$ cat src/rtl/alu_pkg.sv
// alu_pkg: shared constants for the mips_alu execute-stage ALU.
//   ALU_WIDTH : default operand/result width
//   ALU_*     : 4-bit operation select codes driven by the control decoder
package alu_pkg;

    localparam int ALU_WIDTH = 32;

    localparam logic [3:0] ALU_AND  = 4'b0000;
    localparam logic [3:0] ALU_OR   = 4'b0001;
    localparam logic [3:0] ALU_ADD  = 4'b0010;
    localparam logic [3:0] ALU_SUB  = 4'b0110;
    localparam logic [3:0] ALU_SLT  = 4'b0111;
    localparam logic [3:0] ALU_XNOR = 4'b1100;

endpackage

$ cat src/rtl/mips_alu_if.sv
// mips_alu_if: operand/result bundle between the execute stage and the ALU.
//   a, b      : operands (two's complement)
//   alu_ctrl  : operation select
//   res       : registered result
//   zero      : registered res == 0
//   carry_out : registered unsigned carry of the adder
//   overflow  : registered signed overflow
// Modports: master drives operands and reads results; slave is the ALU.
interface mips_alu_if
    import alu_pkg::*;
#(
    parameter int WIDTH = ALU_WIDTH
);
    logic [WIDTH-1:0] a;
    logic [WIDTH-1:0] b;
    logic [3:0]       alu_ctrl;
    logic [WIDTH-1:0] res;
    logic             zero;
    logic             carry_out;
    logic             overflow;

    modport master (
        output a, b, alu_ctrl,
        input  res, zero, carry_out, overflow
    );

    modport slave (
        input  a, b, alu_ctrl,
        output res, zero, carry_out, overflow
    );
endinterface

$ cat src/rtl/alu_addsub.sv
// alu_addsub: combinational adder/subtractor shared by ADD, SUB and SLT.
//   a, b  : operands
//   sub   : 0 = a + b, 1 = a + ~b + 1
//   sum   : WIDTH-bit result (wraps)
//   carry : bit WIDTH of the unsigned sum (for SUB, 1 = no borrow)
//   ovf   : signed overflow of the operation
module alu_addsub
    import alu_pkg::*;
#(
    parameter int WIDTH = ALU_WIDTH
) (
    input  logic [WIDTH-1:0] a,
    input  logic [WIDTH-1:0] b,
    input  logic             sub,
    output logic [WIDTH-1:0] sum,
    output logic             carry,
    output logic             ovf
);
    logic [WIDTH-1:0] b_eff;
    logic [WIDTH:0]   full;

    assign b_eff = sub ? ~b : b;
    assign full  = {1'b0, a} + {1'b0, b_eff} + {{WIDTH{1'b0}}, sub};
    assign sum   = full[WIDTH-1:0];
    assign carry = full[WIDTH];
    // Overflow when the effective addends share a sign and the sum's sign differs;
    // with b inverted this covers the subtract case too.
    assign ovf   = (a[WIDTH-1] == b_eff[WIDTH-1]) && (sum[WIDTH-1] != a[WIDTH-1]);
endmodule

$ cat src/rtl/mips_alu.sv
// mips_alu: 32-bit MIPS-style ALU with one-cycle registered result and flags.
//   clk   : rising-edge clock
//   rst_n : asynchronous active-low reset (res=0, zero=1, carry_out=0, overflow=0)
//   bus   : mips_alu_if slave (a, b, alu_ctrl in; res, zero, carry_out, overflow out)
module mips_alu
    import alu_pkg::*;
#(
    parameter int WIDTH = ALU_WIDTH
) (
    input  logic        clk,
    input  logic        rst_n,
    mips_alu_if.slave   bus
);
    logic             use_sub;
    logic [WIDTH-1:0] as_sum;
    logic             as_carry;
    logic             as_ovf;

    logic [WIDTH-1:0] res_nxt;
    logic             carry_nxt;
    logic             ovf_nxt;

    assign use_sub = (bus.alu_ctrl == ALU_SUB) || (bus.alu_ctrl == ALU_SLT);

    alu_addsub #(.WIDTH(WIDTH)) u_addsub (
        .a     (bus.a),
        .b     (bus.b),
        .sub   (use_sub),
        .sum   (as_sum),
        .carry (as_carry),
        .ovf   (as_ovf)
    );

    always_comb begin
        res_nxt   = '0;
        carry_nxt = 1'b0;
        ovf_nxt   = 1'b0;
        case (bus.alu_ctrl)
            ALU_AND:  res_nxt = bus.a & bus.b;
            ALU_OR:   res_nxt = bus.a | bus.b;
            ALU_ADD, ALU_SUB: begin
                res_nxt   = as_sum;
                carry_nxt = as_carry;
                ovf_nxt   = as_ovf;
            end
            // Signed less-than stays correct when the difference overflows.
            ALU_SLT:  res_nxt = {{(WIDTH-1){1'b0}}, as_sum[WIDTH-1] ^ as_ovf};
            ALU_XNOR: res_nxt = ~(bus.a ^ bus.b);
            default:  res_nxt = '0;
        endcase
    end

    always_ff @(posedge clk or negedge rst_n) begin
        if (!rst_n) begin
            bus.res       <= '0;
            bus.zero      <= 1'b1;
            bus.carry_out <= 1'b0;
            bus.overflow  <= 1'b0;
        end else begin
            bus.res       <= res_nxt;
            bus.zero      <= (res_nxt == '0);
            bus.carry_out <= carry_nxt;
            bus.overflow  <= ovf_nxt;
        end
    end
endmodule

$ cat src/flat_wrapper.sv
// flat-port wrapper written by rule: the top's interface ports become plain ports
module mips_alu_flat import alu_pkg::*;
#(
    parameter int WIDTH = ALU_WIDTH
)
  (clk, rst_n, bus_a, bus_b, bus_alu_ctrl, bus_res, bus_zero, bus_carry_out, bus_overflow);
  mips_alu_if #(.WIDTH(WIDTH)) bus_i ();
  input  logic clk;
  input  logic rst_n;
  input wire logic [$bits(bus_i.a)-1:0] bus_a;
  input wire logic [$bits(bus_i.b)-1:0] bus_b;
  input wire logic [$bits(bus_i.alu_ctrl)-1:0] bus_alu_ctrl;
  output wire logic [$bits(bus_i.res)-1:0] bus_res;
  output wire logic [$bits(bus_i.zero)-1:0] bus_zero;
  output wire logic [$bits(bus_i.carry_out)-1:0] bus_carry_out;
  output wire logic [$bits(bus_i.overflow)-1:0] bus_overflow;
  assign bus_i.a = bus_a;
  assign bus_i.b = bus_b;
  assign bus_i.alu_ctrl = bus_alu_ctrl;
  assign bus_res = bus_i.res;
  assign bus_zero = bus_i.zero;
  assign bus_carry_out = bus_i.carry_out;
  assign bus_overflow = bus_i.overflow;
  mips_alu #(.WIDTH(WIDTH)) u_core (.clk(clk), .rst_n(rst_n), .bus(bus_i));
endmodule
$ cat config.mk
export PLATFORM = sky130hd
export DESIGN_NAME = mips_alu_flat
export DESIGN_NICKNAME = d
export VERILOG_FILES = /design/src/rtl/alu_pkg.sv /design/src/rtl/mips_alu_if.sv /design/src/rtl/alu_addsub.sv /design/src/rtl/mips_alu.sv /design/src/flat_wrapper.sv
export SDC_FILE = /design/constraint.sdc
export NUM_CORES = 1
export LEC_CHECK = 0
export ABC_AREA = 1
export CAP_MARGIN = 20
export CORE_MARGIN = 8
export CORE_UTILIZATION = 45
export CTS_BUF_LIST = sky130_fd_sc_hd__clkbuf_4
export CTS_CLUSTER_SIZE = 40
export DETAILED_ROUTE_END_ITERATION = 8
export GPL_TIMING_DRIVEN = 1
export PLACE_DENSITY = 0.67
export SLEW_MARGIN = 20
export SYNTH_ARGS = -nofsm -noshare
export SYNTH_HDL_FRONTEND = slang
export SYNTH_HIERARCHICAL = 1
export SYNTH_SLANG_ARGS = --single-unit
$ cat constraint.sdc
create_clock -name clk -period 1.1 [get_ports clk]
set_clock_uncertainty 0.15 [all_clocks]
set_input_delay 0.165 -clock clk [delete_from_list [all_inputs] [get_ports clk]]
set_output_delay 0.165 -clock clk [all_outputs]
set_load 0.01 [all_outputs]
==> impl_metrics.py <==
metrics = {
    "placement": {
        "port_buffers": 104,
        "dp_hpwl_um": 16400,
        "gp_congestion": 0.989,
        "placed_area_um2": 8510,
        "dpl.cell_count": 1314,
    },
    "layout": {
        "design_area_um2": 9930,
        "final_core_util": 0.787,
        "final_nets": 1368,
        "drive_above_1_share": 0.397,
        "synthToLayoutAreaGrowth_pct": 71.4,
        "final_cells": 1376,
    },
    "sta": {
        "rsz0062_at_grt": "yes",
        "tightest_slew_ns": 0.749,
        "hold_viol": 0,
        "final.setup.worst_slack_ns": -2.13,
        "timing.fmax_ghz": 0.309,
        "max_slew_margin": 0.499,
        "period_minus_slack_ns": 3.23,
        "hold_slack_ns": 0.00836,
        "slew_viol_final": 0,
        "fin_crit_sh": 2.94,
        "finalSetupViolCount": 70,
    },
    "clocking": {
        "clockBufferDepth": 2,
        "cts_root_buf": "clkbuf_4",
        "tritoncts": "done",
        "cts.sinks": 35,
        "path_clk_slew_ns": 0.12,
        "cts_inserted_buffers": 5,
        "htreeDepth": 2,
    },
    "floorplanning": {
        "chipWidth_um": 129,
        "core-area_um2": 12600,
        "core.rowCount": 41,
        "fp.dieH_um": 129,
        "pin_count": 105,
        "start_util": 0.459,
        "die_area_um2": 16800,
    },
    "routing": {
        "routed_wl_um": 25000,
        "via_count": 7521,
        "drt-wirelength-per-cell_um": 18.2,
        "viasPerCell": 5.47,
        "first_iter_violations": 805,
        "first_pass_iters": 6,
        "ant_nets": 0,
        "route.detailed.drc": 0,
    },
    "job": {
        "drv_cap": 0,
    },
    "setup_path": {
        "crit_top_cell": "nand2_1",
        "crit_chain": "clkdlybuf4s50_1 > xor2_1 > ha_2 > a21oi_2 > nand2_1 > a21oi_2 > nand2_2 > nand2_2 > nand2_4 > nand2_1 > nand2_1 > nor2_2 > nand2_1 > nand2_1 > nor2_1 > nor2_1 > nand2_1 > nor2_1 > nand2_1 > nor2_1 > nand2_1 > nor2_1",
        "path_max_fanout": 5,
        "critical_path_class": "input port to flip-flop",
        "worstPathArrival_ns": 3.39,
        "timing.critical_path.buf_inv": 1,
        "end_kind": "flip-flop",
        "crit_required_ns": 1.26,
        "critPathSlowestCell": "clkdlybuf4s50_1",
        "crit_family": "simple AND/OR/NAND/NOR gates",
        "startpoint_type": "input port",
        "cp_slowest_stage_delay_ns": 0.61,
    },
    "global_routing": {
        "grt_overflow": 0,
        "grt_pass1_vias": 6682,
        "grt_first_pass_wirelength_um": 33000,
        "grt_start_max_net_pins": 40,
        "gr-usage-all-layers": 0.252,
        "antenna_found_initial": 1,
    },
    "synth": {
        "yosys_warnings": 6,
        "synth.top_cell.area_share": 0.205,
        "ys_ff_latch": 35,
        "yosys.area_share.simple": 0.367,
        "syn_area_per_cell_um2": 6.61,
        "ys_seq_area_frac": 0.151,
        "yosys.cell_count.top_type": "nand2_1",
        "synth-xor-area-share": 0.0786,
        "syn_nets": 1042,
        "yosys-top-cells-count": "nand2_1, inv_1, ha_1",
        "synth_compound_area_frac": 0.0590,
        "synth.area.mux_share": 0,
        "synth_fa_ha_area_frac": 0.209,
        "syn_area_um2": 5790,
        "yosysUniqueCellTypes": 36,
        "yosys_most_used_dff": "dfrtp_1",
        "synthCells": 876,
        "synth_area_leader_cell": "ha_1",
        "synth_edf_count": 0,
        "synth_area_leaders": "ha_1, dfrtp_1, nand2_1, inv_1, xor2_1",
        "ys_async_sr_fraction": 1.00,
        "synth_top_family_by_area": "simple AND/OR/NAND/NOR gates",
    },
    "power": {
        "p_clk_frac": 0.090,
        "p_seq_frac": 0.183,
        "totalPowerFinal_mw": 7.83,
        "leakage_nw": 5.24,
        "intPower_mw": 4.41,
        "power_switching_share": 0.437,
        "p_comb_frac": 0.728,
        "vdd_drop_max_uv": 411,
        "power_density_nw_per_um2": 788,
        "p_sw_mw": 3.42,
    },
    "hold_path": {
        "hold_class": "input port to asynchronous set/reset pin",
    },
    "run_status": {
        "status": "finished with violations",
        "violations": "negative setup slack",
    },
}
==> routing by layer <==
layer  wire length [um]  part of all wire  track usage
met1               9570              0.38        0.317
met2              11700              0.47        0.415
met3               2430             0.097       0.0456
met4               1370             0.055        0.105
met5                  0                 0            0
==> sequential cells by signal, indices dropped and copies added (netlist names) <==
| register | count |
|---|---|
| u_core/bus.zero | 1 |
| u_core/bus.res | 32 |
| u_core/bus.overflow | 1 |
| u_core/bus.carry_out | 1 |
==> through the flow <==
stage	TNS (ns)	setup slack (ns)
6_report	-54.42	-2.13
5_1_grt	-58.30	-2.37
4_1_cts	-53.69	-1.84
3_5_place_dp	-76.46	-2.64
3_3_place_gp	-75.75	-2.62
2_1_floorplan	-41.34	-1.78
==> placed cells by master (no fill, tap or decap), drive strengths merged <==
| cell type | synthesis | routed |
|---|---|---|
| buf | 26 | 278 |
| nand2 | 189 | 189 |
| inv | 159 | 159 |
| ha | 95 | 95 |
| nor2 | 86 | 86 |
| nand3 | 83 | 83 |
| clkdlybuf4s50 | 0 | 63 |
| xor2 | 49 | 49 |
| nand4 | 43 | 43 |
| nand3b | 38 | 38 |
| dfrtp | 34 | 34 |
| a21oi | 33 | 33 |
| o21ai | 15 | 15 |
| clkbuf | 1 | 8 |
| o21bai | 5 | 5 |
| nor3 | 5 | 5 |
| a21o | 4 | 4 |
| dlymetal6s2s | 0 | 3 |
| xnor2 | 3 | 3 |
| clkinv | 1 | 2 |
| o21a | 2 | 2 |
| nor4 | 2 | 2 |
| diode | 0 | 1 |
| clkinvlp | 0 | 1 |
| dfstp | 1 | 1 |
| a21boi | 1 | 1 |
| fa | 1 | 1 |
==> cells by family (layout without fill, tap and decap cells) <==
| logic type | count (synthesis) | count (layout) |
|---|---|---|
| and+or+nand+nor | 446 | 446 |
| buffers and inverters | 187 | 514 |
| adders and majority gates | 96 | 96 |
| AOI/OAI and AO/OA | 60 | 60 |
| xor gates and xnor gates | 52 | 52 |
| DFF | 35 | 35 |
| other | 0 | 1 |
==> what timing repair did <==
item / in CTS / in global routing
hold buffers: 0 / 0
resized for setup: 253 / 148
gates cloned: 3 / 1
setup buffers: 52 / 24
pin swaps: 75 / 84
endpoints found under the setup margin: 70 / 70
==> final cells by class <==
type                       instances  area (um2)
clock buffer                       6        45.0
clock inverter                     2        12.5
tap                              172         215
sequential                        35         877
timing repair buffer             346        3120
fill                             847        2690
antenna                            1        2.50
inverter                         160         621
multi-input combinational        654        5040
==> worst max-delay path by stage <==
| stage | startpoint | to | slack (ns) | cells past startpoint |
|---|---|---|---|---|
| floorplan | bus_alu_ctrl[3] | u_core/bus.zero | -1.78 | 29 |
| global placement | bus_alu_ctrl[3] | u_core/bus.zero | -2.62 | 27 |
| detailed placement | bus_alu_ctrl[3] | u_core/bus.zero | -2.64 | 26 |
| CTS | bus_alu_ctrl[3] | u_core/bus.zero | -1.84 | 30 |
| global route | bus_alu_ctrl[3] | u_core/bus.zero | -2.37 | 27 |
| finish | bus_b[10] | u_core/bus.zero | -2.13 | 22 |
==> power groups by stage <==
| stage | Combinational, mW | Sequential, mW | Clock [mW] |
|---|---|---|---|
| finish | 5.70 | 1.43 | 0.704 |
| global route | 6.00 | 1.44 | 0.770 |
| CTS | 4.74 | 1.42 | 0.719 |
| detailed placement | 4.25 | 1.45 | 0 |
| global placement | 4.22 | 1.45 | 0 |
| floorplan | 2.03 | 1.52 | 0 |
(Power assumes the default switching activity.)
